==> src/rtl/sprite_layer_engine.sv <==
// sprite_layer_engine: N-channel ROM-backed sprite compositor.
// Each pixel from the display timing generator passes through a fixed 3-stage pipeline:
//   stage 1: hit test against the frame-latched sprite positions, ROM address formation
//   stage 2: external ROMs return data (1-cycle registered read), hit flags realigned
//   stage 3: transparency keying, fixed priority (lowest index on top), collision accumulate
// Positions/enables/mirror bits are shadowed on frame_start so a sprite never tears mid-frame.
module sprite_layer_engine #(
    parameter int          NUM_SPR = 4,
    parameter int          SPR_W   = 32,
    parameter int          SPR_H   = 64,
    parameter int          AW      = 11,
    parameter logic [11:0] TRANSP  = 12'h000
) (
    input  logic                    clk,
    input  logic                    reset,
    input  logic                    frame_start,
    input  logic                    video_on,
    input  logic [9:0]              pix_row,
    input  logic [9:0]              pix_col,
    input  logic [NUM_SPR*10-1:0]   spr_x_in,
    input  logic [NUM_SPR*10-1:0]   spr_y_in,
    input  logic [NUM_SPR-1:0]      spr_en_in,
    input  logic [NUM_SPR-1:0]      spr_mirror_in,
    output logic [NUM_SPR*AW-1:0]   rom_addr,
    input  logic [NUM_SPR*12-1:0]   rom_data,
    output logic [11:0]             pix_out,
    output logic                    pix_valid,
    output logic [2:0]              hit_id,
    output logic [NUM_SPR-1:0]      collision
);

    localparam int XB = $clog2(SPR_W);
    localparam int YB = $clog2(SPR_H);

    // Frame-latched sprite attributes
    logic [NUM_SPR-1:0][9:0]    sx_q, sx_d;
    logic [NUM_SPR-1:0][9:0]    sy_q, sy_d;
    logic [NUM_SPR-1:0]         sen_q, sen_d;
    logic [NUM_SPR-1:0]         smir_q, smir_d;

    // Stage 1: hit flags and sprite-local coordinates
    logic [NUM_SPR-1:0]         in1_q, in1_d;
    logic [NUM_SPR-1:0][XB-1:0] dx_q, dx_d;
    logic [NUM_SPR-1:0][YB-1:0] dy_q, dy_d;
    logic [NUM_SPR-1:0]         mir1_q, mir1_d;

    // Stage 2: hit flags aligned with ROM data
    logic [NUM_SPR-1:0]         in2_q, in2_d;

    // Stage 3: composited output and collision tracking
    logic [11:0]                pix_q, pix_d;
    logic                       valid_q, valid_d;
    logic [2:0]                 hit_q, hit_d;
    logic [NUM_SPR-1:0]         acc_q, acc_d;
    logic [NUM_SPR-1:0]         coll_q, coll_d;

    // Stage-0 scratch
    logic [10:0]                col11, row11, x11, y11;
    logic [XB-1:0]              dxm;
    logic [NUM_SPR-1:0]         opaque;
    logic [NUM_SPR-1:0]         overlap;

    // Shadow attributes: only frame_start lets new positions in
    always_comb begin
        sx_d   = sx_q;
        sy_d   = sy_q;
        sen_d  = sen_q;
        smir_d = smir_q;
        if (frame_start) begin
            for (int i = 0; i < NUM_SPR; i++) begin
                sx_d[i] = spr_x_in[i*10 +: 10];
                sy_d[i] = spr_y_in[i*10 +: 10];
            end
            sen_d  = spr_en_in;
            smir_d = spr_mirror_in;
        end
    end

    // Stage 0->1: 11-bit bounding-box test so a sprite near column/row 1023 clips instead of wrapping.
    // Local coordinates (and the mirror bit) only advance on a hit, which keeps rom_addr parked
    // on its last in-range value while the beam is outside the sprite.
    always_comb begin
        col11  = {1'b0, pix_col};
        row11  = {1'b0, pix_row};
        x11    = '0;
        y11    = '0;
        in1_d  = '0;
        dx_d   = dx_q;
        dy_d   = dy_q;
        mir1_d = mir1_q;
        for (int i = 0; i < NUM_SPR; i++) begin
            x11 = {1'b0, sx_q[i]};
            y11 = {1'b0, sy_q[i]};
            in1_d[i] = sen_q[i] & video_on
                     & (col11 >= x11) & (col11 < x11 + 11'(SPR_W))
                     & (row11 >= y11) & (row11 < y11 + 11'(SPR_H));
            if (in1_d[i]) begin
                dx_d[i]   = pix_col[XB-1:0] - sx_q[i][XB-1:0];
                dy_d[i]   = pix_row[YB-1:0] - sy_q[i][YB-1:0];
                mir1_d[i] = smir_q[i];
            end
        end
    end

    // ROM address per sprite; SPR_W is a power of two so SPR_W-1-dx is just ~dx
    always_comb begin
        rom_addr = '0;
        dxm      = '0;
        for (int i = 0; i < NUM_SPR; i++) begin
            dxm = mir1_q[i] ? ~dx_q[i] : dx_q[i];
            rom_addr[i*AW +: AW] = {dy_q[i], dxm};
        end
    end

    // Stage 1->2: delay hit flags to line up with the registered ROM read
    always_comb begin
        in2_d = in1_q;
    end

    // Stage 2->3: colour keying, lowest-index-wins priority, per-frame collision accumulation
    always_comb begin
        opaque  = '0;
        overlap = '0;
        pix_d   = 12'h000;
        valid_d = 1'b0;
        hit_d   = 3'd0;
        for (int i = 0; i < NUM_SPR; i++) begin
            opaque[i] = in2_q[i] & (rom_data[i*12 +: 12] != TRANSP);
        end
        // Walk from highest to lowest so the lowest opaque index is the final winner
        for (int i = NUM_SPR - 1; i >= 0; i--) begin
            if (opaque[i]) begin
                pix_d   = rom_data[i*12 +: 12];
                valid_d = 1'b1;
                hit_d   = 3'(i);
            end
        end
        for (int i = 1; i < NUM_SPR; i++) begin
            overlap[i] = opaque[0] & opaque[i];
        end
        // Hits coinciding with frame_start belong to the frame that is ending
        acc_d  = acc_q | overlap;
        coll_d = coll_q;
        if (frame_start) begin
            coll_d = acc_q | overlap;
            acc_d  = '0;
        end
    end

    // State registers; reset discards everything in flight
    always_ff @(posedge clk) begin
        if (reset) begin
            sx_q    <= '0;
            sy_q    <= '0;
            sen_q   <= '0;
            smir_q  <= '0;
            in1_q   <= '0;
            dx_q    <= '0;
            dy_q    <= '0;
            mir1_q  <= '0;
            in2_q   <= '0;
            pix_q   <= 12'h000;
            valid_q <= 1'b0;
            hit_q   <= 3'd0;
            acc_q   <= '0;
            coll_q  <= '0;
        end else begin
            sx_q    <= sx_d;
            sy_q    <= sy_d;
            sen_q   <= sen_d;
            smir_q  <= smir_d;
            in1_q   <= in1_d;
            dx_q    <= dx_d;
            dy_q    <= dy_d;
            mir1_q  <= mir1_d;
            in2_q   <= in2_d;
            pix_q   <= pix_d;
            valid_q <= valid_d;
            hit_q   <= hit_d;
            acc_q   <= acc_d;
            coll_q  <= coll_d;
        end
    end

    assign pix_out   = pix_q;
    assign pix_valid = valid_q;
    assign hit_id    = hit_q;
    assign collision = coll_q;

endmodule

==> config.mk <==
export PLATFORM = sky130hd
export DESIGN_NAME = sprite_layer_engine
export DESIGN_NICKNAME = d
export VERILOG_FILES = /design/src/rtl/sprite_layer_engine.sv
export SDC_FILE = /design/constraint.sdc
export NUM_CORES = 1
export LEC_CHECK = 0
export CAP_MARGIN = 0
export CORE_MARGIN = 1.5
export CORE_UTILIZATION = 35
export DETAILED_ROUTE_END_ITERATION = 8
export PLACE_DENSITY = 0.63
export SLEW_MARGIN = 20
export SYNTH_ARGS = -nofsm -noshare
export SYNTH_HDL_FRONTEND = slang
export SYNTH_SLANG_ARGS = --single-unit
==> constraint.sdc <==
create_clock -name clk -period 3.1 [get_ports clk]
set_input_delay 0.62 -clock clk [delete_from_list [all_inputs] [get_ports clk]]
set_output_delay 0.62 -clock clk [all_outputs]
set_load 0.005 [all_outputs]
==> results of run 1 <==
## report_power, final
part / switching, uW / internal (uW)
Combinational: 604 / 682
Clock: 937 / 1270
Sequential: 65.3 / 2190
Total: 1610 / 4150
## sequential cells by signal, indices dropped and copies added (netlist names)
register   count
dx_q          20
pix_valid      1
pix_out       12
mir1_q         4
in2_q          4
rom_addr      24
collision      3
smir_q         4
sx_q          40
sy_q          40
sen_q          4
acc_q          3
in1_q          4
hit_id         2
## through the flow
| stage | TNS (ns) | power, uW | cell area, um2 |
|---|---|---|---|
| after global placement | -17.80 | 3550 | 13600 |
| final | 0 | 5760 | 14300 |
| after floorplan | 0 | 2960 | 10200 |
| after CTS | 0 | 5790 | 14300 |
| after global routing | 0 | 6040 | 14300 |
| after detailed placement | -19.60 | 3570 | 13600 |
## final cells by class
type                            instances  area [um2]  area share (%)
Clock buffer                           17         425            2.97
Clock inverter                         15         178            1.24
Tap cell                              384         480            3.36
Multi-Input combinational cell        855        6370            44.6
Sequential cell                       165        3300            23.1
Timing Repair Buffer                  340        3180            22.2
Inverter                               97         364            2.55
## worst paths after layout
check | startpoint | endpoint | cells past startpoint | slack, ns
setup / recovery | pix_row[1] | rom_addr[9] | 11 | 0.11
hold reg to reg | in1_q[0] | in2_q[0] | 1 | 0.43
hold / removal | in1_q[0] | in2_q[0] | 1 | 0.43
setup reg to reg | sx_q[35] | rom_addr[39] | 11 | 0.29
## cell families after synthesis
logic type      share of synthesized area (%)
xor+xnor                                 4.64
mux                                      10.1
simple gates                             14.4
fa+ha+maj                                16.8
buf+inv                                  5.52
other cells                            0.0368
compound gates                           16.1
flops                                    32.4
## synth_stat cells (17+ instances only)
master and number:
nor2b_1 21, xor2_1 22, xnor2_1 32, ha_1 124
mux2i_1 103, inv_1 97, clkbuf_1 38, nor2_1 155
nand3_1 45, nand2_1 24, dfxtp_1 165, o21ai_0 47
a211oi_1 17, a21oi_1 80
## layer usage
metal | up-vias | global-route usage [%]
met5 | - | 0
met4 | 0 | 5.24
met3 | 32 | 3.57
met2 | 255 | 35.8
met1 | 4434 | 25.3
li1 | 4753 | -
## worst max-delay path, stage by stage
cell	delay, ns
clkdlybuf4s50_1	0.49
inv_1	0.11
buf_4	0.16
fa_1	0.44
nor2b_1	0.11
o21ai_0	0.11
a31oi_1	0.20
a21oi_1	0.13
or3_4	0.42
or4_4	0.49
o21ai_2	0.07
## repair_timing
action                                 4_1_cts  5_1_grt
hold buffers                                 0        0
endpoints found under the hold margin        0        0
gates resized for setup                      2       13
pin swaps                                    0       11
buffers inserted                             0        1
setup endpoints to repair                   11       48
==> metrics.cfg, run 1 <==
[min_path]
hold_class = register to register

[yosys]
synth_top_area_share_pct = 32.4
seq_area_frac_synth_pct = 32.4
ys_async_sr_fraction_pct = 0
synthCells = 1166
ys_warn_count = 0
synthTopCellsByArea = dfxtp_1, ha_1, mux2i_1, nor2_1, a21oi_1
yosysTopAreaCell = dfxtp_1
syn_avg_cell_area_um2 = 8.74
synth.distinct_cells = 64
netlist_area_um2 = 10200
synth_edf_count = 0
yosys_register_bits = 165
ys.flop_type = dfxtp_1

[cts]
clock_path_buffers = 2
cts_max_level = 4
cts_buffers = 17
clock_latency_ns = 0.43
clk_pin_slew_ns = 0.06
cts.sinks = 165
cts_tree = built
root_buffer = clkbuf_16

[global_route]
antenna_found_initial = 0
track_usage_pct = 20.3
grt_max_degree = 86
grt-ovfl-total = 0
grt_pass1_vias = 9403
grt_first_pass_wirelength_um = 48400

[setup_path]
crit_fanout = 4
cp_data_required_time_ns = 3.46
start_kind = input pin
cp_data_arrival_time_ns = 3.35
endpoint_kind = register
path_class = input pin to register

[die]
core_um2 = 28700
start_util_pct = 35.5
rows = 62
io_pins = 224
die_w_um = 174
die-height_um = 174
dieArea_um2 = 30200

[status]
status = complete, no violations

[power_and_ir_drop]
irDropWorstVdd_mv = 0.347
p_leak_uw = 0.00610
power_density_nw_per_um2 = 402

[sta]
fin_skew_ns = 0.0131
slew_violations = 0
timing.fmax_mhz = 335
holdWs_ns = 0.434
tightest_slew_ns = 0.894
grt_setup_unrepaired = no
max_slew_margin_pct = 40.4
setup_ws_ns = 0.111
hold_viol = 0
period_share_pct = 96.4
finalSetupViolations = 0
fin_crit_ns = 2.99

[route]
drt-total-wl_um = 30800
route.vias.total = 9474
met1_length_um = 14000
met3_length_um = 1280
top_layer = met4
ant_nets = 0
viasPerCell = 5.06
drt_first_pass_iters = 6
drc = 0
routedWlPerCell_um = 16.4
drt-initial-drc-count = 478
wl_met2_um = 15000

[placed_design]
dp_hpwl_um = 24800
port_buffers = 221
routabilityCongestion = 0.914
place_ws_ns = -0.519
dpl.cell_count = 1840

[final_layout]
synthToLayoutAreaGrowth_pct = 40.3
fin_nets = 1768
diodes = 0
final_common_cell = clkdlybuf4s50_1
final_cell_mix = clkdlybuf4s50_1, dfxtp_1, nor2_1, ha_1, buf_4
layout-drive-gt1-share_pct = 11.6
stdcell_count = 1873
finalCoreUtilization_pct = 49.8
nFillCells = 2740

[flow_run]
drv_cap = 0

Note: power is estimated with default switching activity, not from simulation.
==> run 2: changes to the inputs <==
- SETUP_SLACK_MARGIN: not set -> 0.1
==> run 2 against run 1 <==
Compared with the run above:
- via count shrank 0.25%
- cell count up 0.11%
- core utilization is 0.35 points higher
- sequential share of layout area shrank 0.16 points
- register-to-register slack better by 0.03 ns
- clock-buffer cell count did not move
- critical endpoint is now rom_addr[32]
- first-iteration DRC count up 3.8%
- non-clock buffer count up 2
- global-route usage rose by 0.056 points
==> metrics.cfg, run 2 (synthesis results as in run 1) <==
[status]
status = complete, no violations  ; unchanged

[power_and_ir_drop]
pwr-share-seq_pct = 39.1  ; was 39.3%
power_density_nw_per_um2 = 401  ; was 402 nW/um2
irDropWorstVdd_mv = 0.349  ; was 0.347 mV
internal-power_uw = 4160  ; was 4150 uW
combPwrFrac_pct = 22.6  ; was 22.3%
p_leak_uw = 0.00612  ; was 0.00610 uW
switching_share_pct = 28.0  ; was 27.9%
clockPowerShare_pct = 38.3  ; was 38.4%
switchingPower_uw = 1620  ; was 1610 uW

[placed_design]
routabilityCongestion = 0.914  ; unchanged
dp_hpwl_um = 24800  ; unchanged
place_ws_ns = -0.519  ; unchanged
port_buffers = 221  ; unchanged

[final_layout]
layout-drive-gt1-share_pct = 12.5  ; was 11.6%
diodes = 0  ; unchanged
final_cell_mix = clkdlybuf4s50_1, dfxtp_1, nor2_1, ha_1, buf_4  ; unchanged
synthToLayoutAreaGrowth_pct = 41.3  ; was 40.3%
finalCoreUtilization_pct = 50.2  ; was 49.8%
final_common_cell = clkdlybuf4s50_1  ; unchanged
nFillCells = 2727  ; was 2740
seq_area_um2 = 3300  ; unchanged
multi_input_comb_area_um2 = 6440  ; was 6370 um2
fin_nets = 1770  ; was 1768

[setup_path]
cp.buffers_inverters = 2  ; was 3
critPathTopFamily = simple AND/OR/NAND/NOR gates  ; unchanged
cp_data_required_time_ns = 3.46  ; about the same
cp_data_arrival_time_ns = 3.26  ; was 3.35 ns
crit_fanout = 4  ; unchanged
endpoint_kind = register  ; unchanged
path_class = input pin to register  ; unchanged
critPathSlowestCell = or4b_4  ; was clkdlybuf4s50_1
start_kind = input pin  ; unchanged
cpPeakStageDelay_ns = 0.48  ; was 0.49 ns
path_cells = clkdlybuf4s50_1 -> buf_4 -> ha_1 -> nor2b_1 -> o31ai_2 -> a21oi_1 -> o311a_1 -> nor3_4 -> or4b_4 -> o21ai_1  ; was clkdlybuf4s50_1 -> inv_1 -> buf_4 -> fa_1 -> nor2b_1 -> o21ai_0 -> a31oi_1 -> a21oi_1 -> or3_4 -> or4_4 -> o21ai_2

[global_route]
grt-ovfl-total = 0  ; unchanged
antenna_found_initial = 0  ; unchanged
grt_first_pass_wirelength_um = 48600  ; was 48400 um
track_usage_pct = 20.3  ; about the same
grt_max_degree = 86  ; unchanged
grt_pass1_vias = 9426  ; was 9403

[sta]
max_slew_margin_pct = 39.8  ; was 40.4%
setup_ws_ns = 0.196  ; was 0.111 ns
timing.fmax_mhz = 344  ; was 335 MHz
fin_skew_ns = 0.0117  ; was 0.0131 ns
finalSetupViolations = 0  ; unchanged
tightest_slew_ns = 0.903  ; was 0.894 ns
hold_viol = 0  ; unchanged
period_share_pct = 93.7  ; was 96.4%
holdWs_ns = 0.438  ; was 0.434 ns
fin_crit_ns = 2.90  ; was 2.99 ns
slew_violations = 0  ; unchanged
grt_setup_unrepaired = no  ; unchanged
fin_tns_setup_ns = 0  ; unchanged

[die]
dieArea_um2 = 30200  ; unchanged
die-height_um = 174  ; unchanged
core_um2 = 28700  ; unchanged
rows = 62  ; unchanged
start_util_pct = 35.5  ; unchanged
io_pins = 224  ; unchanged
die_w_um = 174  ; unchanged

[route]
routedWlPerCell_um = 16.6  ; was 16.4 um
viasPerCell = 5.04  ; was 5.06
drc = 0  ; unchanged
drt-total-wl_um = 31100  ; was 30800 um
drt-initial-drc-count = 496  ; was 478
ant_nets = 0  ; unchanged
drt_first_pass_iters = 5  ; was 6
route.vias.total = 9450  ; was 9474

[min_path]
hold_class = register to register  ; unchanged

[cts]
clock_path_buffers = 2  ; unchanged
cts_max_level = 4  ; unchanged
cts_tree = built  ; unchanged
cts.sinks = 165  ; unchanged
clk_pin_slew_ns = 0.06  ; about the same
root_buffer = clkbuf_16  ; unchanged
clock_latency_ns = 0.43  ; about the same
cts_buffers = 17  ; unchanged

[flow_run]
drv_cap = 0  ; unchanged

[run 2: cell types whose count changed in the layout (fill, tap and decap cells not counted), moves of 2 or more]
cell / delta
buf_6: +3
clkdlybuf4s50_1: -3
ha_1: -3
buf_4: -2
dlygate4sd2_1: +2
ha_2: +2
o311ai_4: +2
[run 2: cell type report]
| cell class | instances | share of cell area, % |
|---|---|---|
| clock inverters | 15 | 1.23 |
| inverters | 97 | 2.53 |
| multi-input cells | 855 | 44.7 |
| repair buffers | 342 | 22.3 |
| flip-flops and latches | 165 | 22.9 |
| well taps | 384 | 3.34 |
| clock buffers | 17 | 2.95 |
[run 2: power groups by stage]
stage	Combinational [uW]	Clock, uW	Sequential, uW
after floorplan	674	0	2280
after global placement	1250	0	2300
after detailed placement	1270	0	2310
after CTS	1280	2250	2260
after global routing	1440	2350	2270
final	1300	2210	2260
[run 2: per-stage QoR]
step	area, um2	total power [uW]	std cells
floorplan	10200	2960	1167
global placement	13600	3550	1840
detailed placement	13600	3570	1840
CTS	14300	5790	1874
global route	14400	6060	1875
finish	14400	5780	1875
[run 2: layer usage]
metal  wire length [um]  share of wire (%)  vias up  track usage [%]
met5                  0                  0        -                0
met4                584                1.9        0             5.39
met3               1420                4.6       35             3.66
met2              15000                 48      232             35.7
met1              14000                 45     4424             25.4
li1                   -                  -     4759                -
[run 2: what timing repair did]
item | in CTS | in global routing
endpoints found under the hold margin | 0 | 0
cloned | 0 | 1
pin swaps | 7 | 9
setup buffers | 2 | 0
hold buffers | 0 | 0
gates resized for setup | 12 | 24
endpoints found under the setup margin | 33 | 33
[run 2: worst paths after layout]
check	from	to	slack, ns	cells after the start
setup / recovery	pix_row[1]	rom_addr[32]	0.20	10
hold / removal	in1_q[0]	in2_q[0]	0.44	1
setup reg to reg	sx_q[35]	rom_addr[39]	0.32	11
hold reg to reg	in1_q[0]	in2_q[0]	0.44	1
==> run 3: changes to the inputs <==
- ABC_AREA: not set -> 1
- CELL_PAD_IN_SITES_DETAIL_PLACEMENT: not set -> 0
- CELL_PAD_IN_SITES_GLOBAL_PLACEMENT: not set -> 2
- CORE_UTILIZATION: 35 -> 29
- PLACE_DENSITY: 0.63 -> 0.86
==> run 3 against run 2 <==
Compared with the run above:
- sequential cell count did not move
- combinational power barely moved
- worst setup slack improved by 0.23 ns
- hold slack got worse by 0.0058 ns
- synthesized area rose by 6.7%
- clock skew rose by 0.0025 ns
- clock-buffer cell count rose by 4
- final area fell by 0.41%
- via count rose by 8.8%
- power fell by 0.28%
- global-route usage fell by 2.1 points
- die area rose by 28%
==> metrics.cfg, run 3 <==
[die]
core_um2 = 36800  ; was 28700 um2
die_w_um = 197  ; was 174 um
dieArea_um2 = 38700  ; was 30200 um2
io_pins = 224  ; unchanged
rows = 70  ; was 62
die-height_um = 197  ; was 174 um
start_util_pct = 29.6  ; was 35.5%

[yosys]
netlist_area_um2 = 10900  ; was 10200 um2
ys.flop_type = dfxtp_1  ; unchanged
seq_area_frac_synth_pct = 30.4  ; was 32.4%
ys_warn_count = 0  ; unchanged
synth_common_cells = nand2_1, inv_1, nor2_1  ; was dfxtp_1, nor2_1, ha_1
syn_avg_cell_area_um2 = 6.99  ; was 8.74 um2
synth_most_common_cell = nand2_1  ; was dfxtp_1
synth.distinct_cells = 32  ; was 64
synth_top_area_share_pct = 30.4  ; was 32.4%
synthTopCellsByArea = dfxtp_1, ha_1, nand2_1, nand3_1, inv_1  ; was dfxtp_1, ha_1, mux2i_1, nor2_1, a21oi_1
synth_edf_count = 0  ; unchanged
yosys_register_bits = 165  ; unchanged
ys_async_sr_fraction_pct = 0  ; unchanged
yosysTopAreaCell = dfxtp_1  ; unchanged
synthCells = 1557  ; was 1166

[sta]
fin_tns_setup_ns = 0  ; unchanged
period_share_pct = 86.4  ; was 93.7%
finalSetupViolations = 0  ; unchanged
max_slew_margin_pct = 41.4  ; was 39.8%
slew_violations = 0  ; unchanged
tightest_slew_ns = 0.875  ; was 0.903 ns
timing.fmax_mhz = 373  ; was 344 MHz
setup_ws_ns = 0.422  ; was 0.196 ns
fin_skew_ns = 0.0142  ; was 0.0117 ns
grt_setup_unrepaired = no  ; unchanged
hold_viol = 0  ; unchanged
fin_crit_ns = 2.68  ; was 2.90 ns

[global_route]
grt-ovfl-total = 0  ; unchanged
track_usage_pct = 18.2  ; was 20.3%
grt_first_pass_wirelength_um = 54800  ; was 48600 um
antenna_found_initial = 0  ; unchanged
grt_max_degree = 114  ; was 86
grt_pass1_vias = 10156  ; was 9426

[route]
drt_first_pass_iters = 5  ; unchanged
routedWlPerCell_um = 15.3  ; was 16.6 um
drc = 0  ; unchanged
drt-total-wl_um = 34500  ; was 31100 um
drt-initial-drc-count = 525  ; was 496
viasPerCell = 4.55  ; was 5.04
route.vias.total = 10283  ; was 9450
ant_nets = 0  ; unchanged

[cts]
cts_setup_buffers = 0  ; was 2
cts.sinks = 165  ; unchanged
clk_pin_slew_ns = 0.07  ; was 0.06 ns
clock_latency_ns = 0.45  ; was 0.43 ns
cts_buffers = 17  ; unchanged
cts_hold_buf = 0  ; unchanged
clock_path_buffers = 2  ; unchanged
cts_tree = built  ; unchanged
cts_max_level = 4  ; unchanged
ctsResizeCount = 0  ; was 12
root_buffer = clkbuf_16  ; unchanged

[final_layout]
diodes = 0  ; unchanged
final_cell_mix = nand2_1, clkdlybuf4s50_1, inv_1, nor2_1, nand3_1  ; was clkdlybuf4s50_1, dfxtp_1, nor2_1, ha_1, buf_4
fin_nets = 2074  ; was 1770
multi_input_comb_area_um2 = 6470  ; was 6440 um2
seq_area_um2 = 3300  ; unchanged
synthToLayoutAreaGrowth_pct = 31.9  ; was 41.3%
nFillCells = 3888  ; was 2727
layout-drive-gt1-share_pct = 5.74  ; was 12.5%
final_common_cell = nand2_1  ; was clkdlybuf4s50_1

[power_and_ir_drop]
irDropWorstVdd_mv = 0.369  ; was 0.349 mV
power_density_nw_per_um2 = 402  ; was 401 nW/um2
p_leak_uw = 0.00643  ; was 0.00612 uW

[setup_path]
cp_data_required_time_ns = 3.44  ; was 3.46 ns
r2r_cells = 12  ; was 11
critPathLaunch = pix_col[0]  ; was pix_row[1]
path_class = input pin to register  ; unchanged
start_kind = input pin  ; unchanged
endpoint_kind = register  ; unchanged
crit_fanout = 25  ; was 4
rr_startpoint = sx_q[5]  ; was sx_q[35]
cp_data_arrival_time_ns = 3.02  ; was 3.26 ns

[min_path]
worstHoldStart = in1_q[0]  ; unchanged
holdPathStages = 2  ; was 1
hold_class = register to register  ; unchanged

[placed_design]
routabilityCongestion = 0.824  ; was 0.914
place_ws_ns = -0.0476  ; was -0.519 ns
dp_hpwl_um = 27100  ; was 24800 um
port_buffers = 221  ; unchanged

[flow_run]
drv_cap = 0  ; unchanged

[status]
status = complete, no violations  ; unchanged

-- run 3: through the flow --
stage	area, um2	total power (uW)	hold WS, ns	instances	utilization (%)
after floorplan	10900	3060	0.388	1558	-
after global placement	13800	3610	0.420	2231	37.4
after detailed placement	13800	3610	0.427	2231	37.4
after CTS	14300	5850	0.427	2262	39.0
after global routing	14300	6100	0.446	2262	39.0
final	14300	5760	0.432	2262	39.0
-- run 3: final timing paths --
check,slack (ns),end
worst max-delay path,0.42,rom_addr[7]
worst min-delay path,0.43,in2_q[0]
worst max register to register,0.67,rom_addr[7]
worst min register to register,0.43,in2_q[0]
-- run 3: worst max-delay path, stage by stage --
cell	delay, ns
clkdlybuf4s50_1	0.45
inv_1	0.12
ha_1	0.23
inv_1	0.08
fa_1	0.21
nand2_1	0.06
nand2_1	0.09
nand3_1	0.07
nand2_1	0.06
nand2_1	0.04
nand3_1	0.07
nand2_1	0.09
nor2_4	0.50
nand3_1	0.16
nand2_1	0.10
nor2_1	0.05
-- run 3: logic make-up after synthesis --
kind of cell,Yosys count,synth area share (%)
AO/OA/AOI/OAI,201,9.82
XOR/XNOR,66,5.31
adder cells (fa/ha/maj),132,15.7
buffers and inverters,277,10.2
flip-flops,165,30.4
other,1,0.0345
AND/OR/NAND/NOR,715,28.6
-- run 3: cell type report --
type / count / share of cell area [%]
clock buffer: 21 / 3.28
clock inverter: 10 / 0.855
inverter: 218 / 5.72
multi-input combinational: 1116 / 45.1
sequential: 165 / 23.0
tap: 468 / 4.08
timing repair buffer: 264 / 17.9
-- run 3: layer usage --
layer	share of wire (%)	GRT usage (%)	up-vias
met5	0	0	-
met1	50	25.0	4579
met3	4.3	3.39	20
li1	-	-	5474
met4	1.0	4.24	0
met2	45	29.6	210
-- run 3: report_power, final --
| part | leakage, uW | internal [uW] | total (uW) | switching [uW] |
|---|---|---|---|---|
| Clock | 0.000282 | 1250 | 2190 | 940 |
| Combinational | 0.00480 | 595 | 1320 | 725 |
| Sequential | 0.00135 | 2200 | 2250 | 52.5 |
